--- config.mk ---
export PLATFORM = sky130hd
export DESIGN_NAME = quad_decoder
export DESIGN_NICKNAME = d
export VERILOG_FILES = /design/src/rtl/quad_decoder.sv
export SDC_FILE = /design/constraint.sdc
export NUM_CORES = 1
export LEC_CHECK = 0
export CORE_ASPECT_RATIO = 2
export CORE_MARGIN = 10
export CORE_UTILIZATION = 49
export CTS_CLUSTER_DIAMETER = 100
export DETAILED_ROUTE_END_ITERATION = 6
export MAX_ROUTING_LAYER = met4
export PLACE_DENSITY = 0.74
export SYNTH_ARGS = -nofsm -noshare
export SYNTH_HDL_FRONTEND = slang
export SYNTH_SLANG_ARGS = --single-unit
--- constraint.sdc ---
create_clock -name clk -period 2.4 [get_ports clk]
set_input_delay 0.48 -clock clk [delete_from_list [all_inputs] [get_ports clk]]
set_output_delay 0.48 -clock clk [all_outputs]
set_load 0.02 [all_outputs]
--- src/rtl/quad_decoder.sv ---
// quad_decoder: filtered quadrature decoder driving a wrapping position count
module quad_decoder #(
  parameter int WIDTH    = 8,
  parameter int FILT_LEN = 2
) (
  input  logic             clk,
  input  logic             rst,
  input  logic             a,
  input  logic             b,
  input  logic             clear,
  output logic [WIDTH-1:0] count,
  output logic             up_down,
  output logic             step,
  output logic             err
);
  localparam int FW = $clog2(FILT_LEN + 1);
  localparam int AW = $clog2(FILT_LEN + 3);
  typedef enum logic {ARM, RUN} state_t;
  state_t state, state_n;
  logic [1:0] s1, s2, f, pp, qi, qp;
  logic [FW-1:0] run [2];
  logic [AW-1:0] arm_cnt;
  logic inc, dec, bad;
  // phases mapped onto positions 0..3 of the up sequence 00,10,11,01
  assign qi = {f[0], f[1] ^ f[0]};
  assign qp = {pp[0], pp[1] ^ pp[0]};
  always_comb begin
    state_n = (state == ARM && arm_cnt == AW'(FILT_LEN + 2)) ? RUN : state;
    inc = state == RUN && qi == qp + 2'd1;
    dec = state == RUN && qp == qi + 2'd1;
    bad = state == RUN && f == ~pp;
  end
  always_ff @(posedge clk) begin
    if (!rst) begin
      s1 <= '0;
      s2 <= '0;
      f <= '0;
      run[0] <= '0;
      run[1] <= '0;
    end else begin
      s1 <= {a, b};
      s2 <= s1;
      // s1 is the value s2 takes on this edge, so the run counts edges s2 holds the new value
      for (int i = 0; i < 2; i++) begin
        if (s1[i] == f[i]) run[i] <= '0;
        else if (run[i] == FW'(FILT_LEN - 1)) begin
          f[i] <= s1[i];
          run[i] <= '0;
        end else run[i] <= (s2[i] != s1[i]) ? FW'(1) : run[i] + FW'(1);
      end
    end
  end
  always_ff @(posedge clk) begin
    if (!rst) begin
      state <= ARM;
      arm_cnt <= '0;
      pp <= '0;
      count <= '0;
      up_down <= 1'b1;
      step <= 1'b0;
      err <= 1'b0;
    end else begin
      state <= state_n;
      if (state == ARM) arm_cnt <= arm_cnt + AW'(1);
      pp <= f;
      count <= clear ? '0 : inc ? count + WIDTH'(1) : dec ? count - WIDTH'(1) : count;
      up_down <= inc ? 1'b1 : dec ? 1'b0 : up_down;
      step <= inc | dec;
      err <= bad;
    end
  end
endmodule

==> summary.txt, run 1 <==
Hold endpoint -> count[7]
Clk slew on worst S/H paths -> 90 ps
Total Power -> 0.866 mW
Average vias per placed instance -> 5.36
CTS tree -> done
Metal1 wirelength -> 1.10 mm
Max Slew Vio Count -> 0
Max-Cap Viols -> 0
Final Non-Filler Cells -> 217
Net switching power -> 0.213 mW
Final worst path period share -> 100%
# diodes -> 0
F_max -> 416 MHz
WP data arrival -> 2610 ps
Final hold vios -> 0
Sequential element share of the synthesized area -> 40.3%
Worst-path maximum fanout -> 7
Avg WL per Cell -> 14.4 µm
Yosys reg bits -> 27
IO Pins -> 16
Pin count of the biggest net entering global routing -> 19
Clk Latency, worst-skew pair -> 280 ps
GRT Util Overall -> 11.8%
Final core utilization -> 67.0%
Most common cell in the netlist -> dfxtp_1
Clk root buf -> clkbuf_8
Primary FF master, synth -> dfxtp_1
Leak pwr -> 0.727 nW
Flop-to-flop setup slack -> -4 ps
Hold_sp -> count[7]
Reg power frac -> 56.7%
Distinct cells, synth -> 39
Crit. End Element -> flop
First-pass GRT wire length -> 5.32 mm
Sw Ratio -> 24.6%
Die H -> 96.6 µm
Hold slack -> 479 ps
Worst hold path stage count -> 2
GP Congestion -> 0.873
Post-Syn Area -> 0.00144 mm²
Cells after synthesis -> 152
Maximum buffer depth of the clock tree -> 2
HP Class -> reg2reg
Port bufs -> 15
Starting Density -> 51.3%
Syn_area_per_cell -> 9.47 µm²
Synth-to-Final Area Change -> 30.6%
Final ANT Viol Nets -> 0
Area share of the largest cell type after synthesis -> 32.0%
Vias in the first global route -> 1204
Worst reg2reg startpoint -> pp[0]
Detailed-route DRC error count -> 0
RSZ-0062 raised after global routing -> true
YS warnings -> 0
Initial antenna violation count -> 0
Gate power share -> 12.8%
CTS sink count -> 27
Synth cell count leaders -> 23 x dfxtp_1, 13 x nand2_1, 11 x a21oi_1
H-tree depth -> 1
CP Launch Type -> flop
Status -> finished with violations
Vias -> 1164
Number of flops mapped to enable cells by yosys -> 4
Reg2reg path depth -> 12
TritonCTS buffer count -> 3
Die W -> 58.3 µm
CP required -> 2610 ps
Failing checks -> negative setup slack
Initial drt markers -> 12
Met2 WL post-DR -> 1.74 mm
Post-DP HPWL -> 2.53 mm
DRT Wirelength -> 3.12 mm
Clock group share of total power -> 30.5%
Reg2reg end -> count[7]
Core Region -> 0.00280 mm²
Internal power -> 0.653 mW
Fraction of layout cells with a size suffix above 1 -> 21.3%
Synth top area cells -> dfxtp_1 32%, ha_1 8.7%, edfxtp_1 8.3%
WL met3 -> 131 µm
Total gr overflow -> 0
VDD IR-drop max -> 534 µV
NumNets Final -> 205
Highest Signal Layer -> met4
Post-route minimum period -> 2400 ps
Endpoints failing setup -> 1
Die ar. -> 0.00564 mm²
Pwr dens -> 461 mW/mm²
Setup slack after layout -> -3.75 ps
Skew final -> 3.68 ps
Detailed Routing Iterations Pass 1 -> 4
Design Area, Final -> 0.00188 mm²
Rows -> 27
Critical setup path kind -> reg2reg
Area leader, netlist -> dfxtp_1
Dpl cell area -> 0.00178 mm²
Placed cell count -> 212
Post-synth ARST share -> 0%
==> what timing repair did <==
item	CTS	global route
endpoints found under the setup margin	2	2
gates cloned	0	0
setup buffers	1	0
resized for setup	10	1
hold buffers	0	0
pin swaps	6	2
==> worst max-delay path, stage by stage, from the launching register on <==
cell and delay (ps):
dfxtp_2 350, xnor2_2 230, xnor2_2 90, nor2b_1 110, buf_4 140, nand2_8 80, buf_6 150, ha_4 280
nand4_1 130, a21oi_2 160, and3b_1 210, mux2i_2 200, mux2i_1 200
==> through the flow <==
stage,setup TNS (ps),setup WS (ps)
after CTS,-10.5,-10.5
after global routing,-220,-113
after global placement,-44.5,-36.5
after detailed placement,-140,-70.2
final,-3.75,-3.75
after floorplan,-56.1,-56.1
==> metal layers <==
metal,vias to the layer above,GRT usage (%)
li1,580,-
met1,543,11.2
met2,28,20.5
met3,13,2.61
met4,0,6.88
met5,-,-
==> power by group through the flow <==
| stage | clock, mW | combinational [mW] | sequential [mW] |
|---|---|---|---|
| after floorplan | 0 | 0.0749 | 0.499 |
| after global placement | 0 | 0.103 | 0.501 |
| after detailed placement | 0 | 0.109 | 0.503 |
| after CTS | 0.275 | 0.112 | 0.491 |
| after global routing | 0.290 | 0.126 | 0.494 |
| final | 0.264 | 0.111 | 0.491 |
==> kinds of logic after synthesis <==
kind of cell             synth area share (%)
AND/OR/NAND/NOR                          22.8
flip-flops                               40.3
AO/OA/AOI/OAI                            10.1
buffers and inverters                    4.70
adder cells (fa/ha/maj)                  10.1
XOR/XNOR                                 8.26
multiplexers                             3.48
other                                   0.261
==> cell type report <==
cell class | instances | area [µm²]
multi-input cells | 115 | 877
repair buffers | 33 | 293
clock buffers | 3 | 41.3
clock inverters | 1 | 7.51
fillers | 227 | 925
well taps | 29 | 36.3
flip-flops and latches | 27 | 588
inverters | 9 | 36.3
==> layout by cell type, fill, tap and decap left out, types with 2 or more instances in the layout <==
| master | n |
|---|---|
| nand3_1 | 6 |
| o21ai_0 | 2 |
| xnor2_2 | 2 |
| a21oi_1 | 10 |
| dfxtp_1 | 19 |
| nor3_1 | 3 |
| ha_1 | 7 |
| nand2_1 | 13 |
| ha_4 | 3 |
| buf_4 | 16 |
| conb_1 | 4 |
| clkbuf_8 | 3 |
| clkdlybuf4s50_1 | 15 |
| edfxtp_1 | 4 |
| nor2_1 | 9 |
| nor2b_1 | 8 |
| mux2i_1 | 4 |
| a22oi_1 | 2 |
| xor2_1 | 2 |
| dfxtp_2 | 3 |
| inv_1 | 8 |
| nand2b_1 | 5 |
| and2_1 | 8 |
| xnor2_1 | 6 |
| buf_6 | 2 |
| o21a_1 | 2 |
==> flip-flops by register name, indices dropped and copies added (netlist names) <==
| signal | count |
|---|---|
| arm_cnt | 3 |
| count | 8 |
| err | 1 |
| f | 2 |
| pp | 2 |
| run | 4 |
| s1 | 2 |
| s2 | 2 |
| state | 1 |
| step | 1 |
| up_down | 1 |
==> worst max path at each step <==
stage | startpoint | endpoint | slack [ps] | cells after the start
final | pp[0] | count[7] | -4 | 12
after global routing | pp[0] | count[6] | -110 | 12
after CTS | pp[1] | count[7] | -10 | 12
after detailed placement | pp[1] | count[7] | -70 | 12
after global placement | pp[1] | count[7] | -40 | 12
after floorplan | f[1] | count[6] | -60 | 12
Power figures use the tool's default switching activity.
==> run 2: changes to the inputs <==
--- a/config.mk
+++ b/config.mk
@@ -12,6 +12,7 @@
 export DETAILED_ROUTE_END_ITERATION = 6
 export MAX_ROUTING_LAYER = met4
 export PLACE_DENSITY = 0.74
+export SLEW_MARGIN = 20
 export SYNTH_ARGS = -nofsm -noshare
 export SYNTH_HDL_FRONTEND = slang
 export SYNTH_SLANG_ARGS = --single-unit
==> results of run 2 <==
Same layout as run 1: the final DEF is identical, and so are final timing and power.
==> run 3: changes to the inputs <==
--- a/config.mk
+++ b/config.mk
@@ -10,7 +10,6 @@
 export CORE_UTILIZATION = 49
 export CTS_CLUSTER_DIAMETER = 100
 export DETAILED_ROUTE_END_ITERATION = 6
-export MAX_ROUTING_LAYER = met4
 export PLACE_DENSITY = 0.74
 export SLEW_MARGIN = 20
 export SYNTH_ARGS = -nofsm -noshare
==> constraint.sdc (replaced) <==
create_clock -name clk -period 2.4 [get_ports clk]
set_input_delay 0.24 -clock clk [delete_from_list [all_inputs] [get_ports clk]]
set_output_delay 0.24 -clock clk [all_outputs]
set_load 0.02 [all_outputs]
==> summary.txt, run 3 (same netlist as run 1, synthesis figures left out) <==
Status -> finished with violations
Failing checks -> negative setup slack
CTS tree -> done
CP max stage cell -> or4_4
TritonCTS buffer count -> 3 (unchanged)
Detailed Routing Iterations Pass 1 -> 4 (unchanged)
F_max -> 413 MHz (-0.62%)
Reg2reg path depth -> 12 (unchanged)
Design Area, Final -> 0.00188 mm² (about the same)
Final ANT Viol Nets -> 0 (unchanged)
Initial drt markers -> 19 (+7)
Stages on worst setup path -> 12 (unchanged)
Leak pwr -> 0.731 nW (+0.46%)
RSZ-0062 raised after global routing -> true
# diodes -> 0 (unchanged)
GP Congestion -> 0.905 (+3.6%)
Port bufs -> 15 (unchanged)
Max Slew Vio Count -> 0 (unchanged)
H-tree depth -> 1 (unchanged)
Clk Latency, worst-skew pair -> 280 ps (about the same)
Detailed-route DRC error count -> 0 (unchanged)
Post-route minimum period -> 2420 ps (+15.0 ps)
VDD IR-drop max -> 528 µV (-1.0%)
Core Region -> 0.00280 mm² (unchanged)
Die W -> 58.3 µm (unchanged)
Max-Cap Viols -> 0 (unchanged)
Vias -> 1156 (-0.69%)
CP required -> 2620 ps (about the same)
Worst-path maximum fanout -> 7 (unchanged)
Die ar. -> 0.00564 mm² (unchanged)
CP Launch Type -> flop
Pin count of the biggest net entering global routing -> 19 (unchanged)
Starting Density -> 51.3% (unchanged)
Family with the most delay on the worst path -> simple AND/OR/NAND/NOR gates
IO Pins -> 16 (unchanged)
# fillers -> 223 (-1.8%)
DRT Wirelength -> 3.05 mm (-2.4%)
Initial antenna violation count -> 0 (unchanged)
HP Class -> reg2reg
Largest reg by FF count -> count
Worst Setup SP -> pp[1]
Hold slack -> 479 ps (-0.212 ps)
Clk slew on worst S/H paths -> 90 ps (about the same)
GRT Util Overall -> 11.4% (-0.37 points)
Reg2reg end -> count[6]
Clk root buf -> clkbuf_8
Crit-path cells -> xnor2_4 -> xnor2_2 -> nor2b_1 -> buf_4 -> nand2_8 -> buf_6 -> ha_4 -> o21a_1 -> o31a_1 -> o21a_1 -> or4_4 -> nand3_2
Fraction of layout cells with a size suffix above 1 -> 20.9% (-0.42 points)
Avg WL per Cell -> 14.1 µm (-1.9%)
Pwr dens -> 456 mW/mm² (-0.97%)
Commonest non-fill, non-tap cell in the layout -> dfxtp_1
Flop-to-flop setup slack -> -20 ps (-20 ps)
Total gr overflow -> 0 (unchanged)
Dpl cell area -> 0.00178 mm² (-0.42%)
First-pass GRT wire length -> 5.20 mm (-2.3%)
CTS sink count -> 27 (unchanged)
Setup slack after layout -> -18.8 ps (-15.0 ps)
Total Power -> 0.858 mW (-0.90%)
Post-DP HPWL -> 2.46 mm (-3.0%)
CP Buf/Inv Count -> 2 (unchanged)
Rows -> 27 (unchanged)
Final hold vios -> 0 (unchanged)
Maximum buffer depth of the clock tree -> 2 (unchanged)
Worst reg2reg startpoint -> pp[1]
Most frequent cells in the layout -> 20 x dfxtp_1, 16 x buf_4, 15 x clkdlybuf4s50_1
WP data arrival -> 2640 ps (+30 ps)
Biggest regs -> count (8), run (4), arm_cnt (3)
Most used cell, CP -> o21a_1
Die H -> 96.6 µm (unchanged)
Final core utilization -> 67.1% (about the same)
Skew final -> 5.35 ps (+1.67 ps)
Crit. End Element -> flop
Average vias per placed instance -> 5.35 (-0.23%)
Final worst path period share -> 101% (+0.63 points)
NumNets Final -> 204 (-0.49%)
Vias in the first global route -> 1194 (-0.83%)
Crit path capture -> count[6]
Max reg flops -> 8 (unchanged)
Worst slack at placement -> -72.2 ps (-1.94 ps)
Endpoints failing setup -> 1 (unchanged)
Synth-to-Final Area Change -> 30.7% (about the same)
Largest stage delay on the critical path -> 420 ps (+70 ps)
Critical setup path kind -> reg2reg
==> run 3: worst min path at each step <==
stage / start / endpoint / depth (start not counted)
2_1_floorplan: rst / err / 2
3_5_place_dp: count[7] / count[7] / 2
6_report: count[7] / count[7] / 2
4_1_cts: count[7] / count[7] / 2
3_3_place_gp: count[7] / count[7] / 2
5_1_grt: count[7] / count[7] / 2
==> run 3: cell type report <==
| cell class | instances | area, µm² | area share [%] |
|---|---|---|---|
| clock buffer | 4 | 45.0 | 2.40 |
| inverter | 9 | 36.3 | 1.93 |
| multi-input combinational | 115 | 895 | 47.6 |
| tap | 29 | 36.3 | 1.93 |
| sequential | 27 | 587 | 31.2 |
| timing repair buffer | 32 | 282 | 15.0 |
==> run 3: through the flow <==
stage / TNS, ps / instances
after CTS: 0 / 215
after global routing: -170 / 216
after detailed placement: -72.2 / 211
final: -18.8 / 216
after global placement: 0 / 211
after floorplan: -56.1 / 155
==> run 3: metal layers <==
layer | GRT usage, % | wire length (µm) | up-vias
li1 | - | - | 574
met3 | 3.01 | 149 | 12
met2 | 20.7 | 1730 | 27
met5 | 0 | 0 | -
met1 | 10.1 | 1020 | 543
met4 | 7.79 | 156 | 0
==> run 3: where the power goes <==
group	internal (mW)	total, mW	switching [mW]
clock network	0.119	0.258	0.139
logic	0.0585	0.110	0.0511
registers	0.476	0.491	0.0153
total	0.653	0.858	0.205
==> run 3: repair_timing <==
item	in CTS	in global routing
endpoints found under the setup margin	2	2
pin swaps	4	2
hold buffers	0	0
resized for setup	6	5
buffers inserted	0	1
==> run 3: worst register-to-register path, cell delays in order (launching register included) <==
cell and delay (ps):
dfxtp_4 370, xnor2_4 150, xnor2_2 150, nor2b_1 110, buf_4 140, nand2_8 80, buf_6 150, ha_4 220
o21a_1 170, o31a_1 120, o21a_1 210, or4_4 420, nand3_2 80
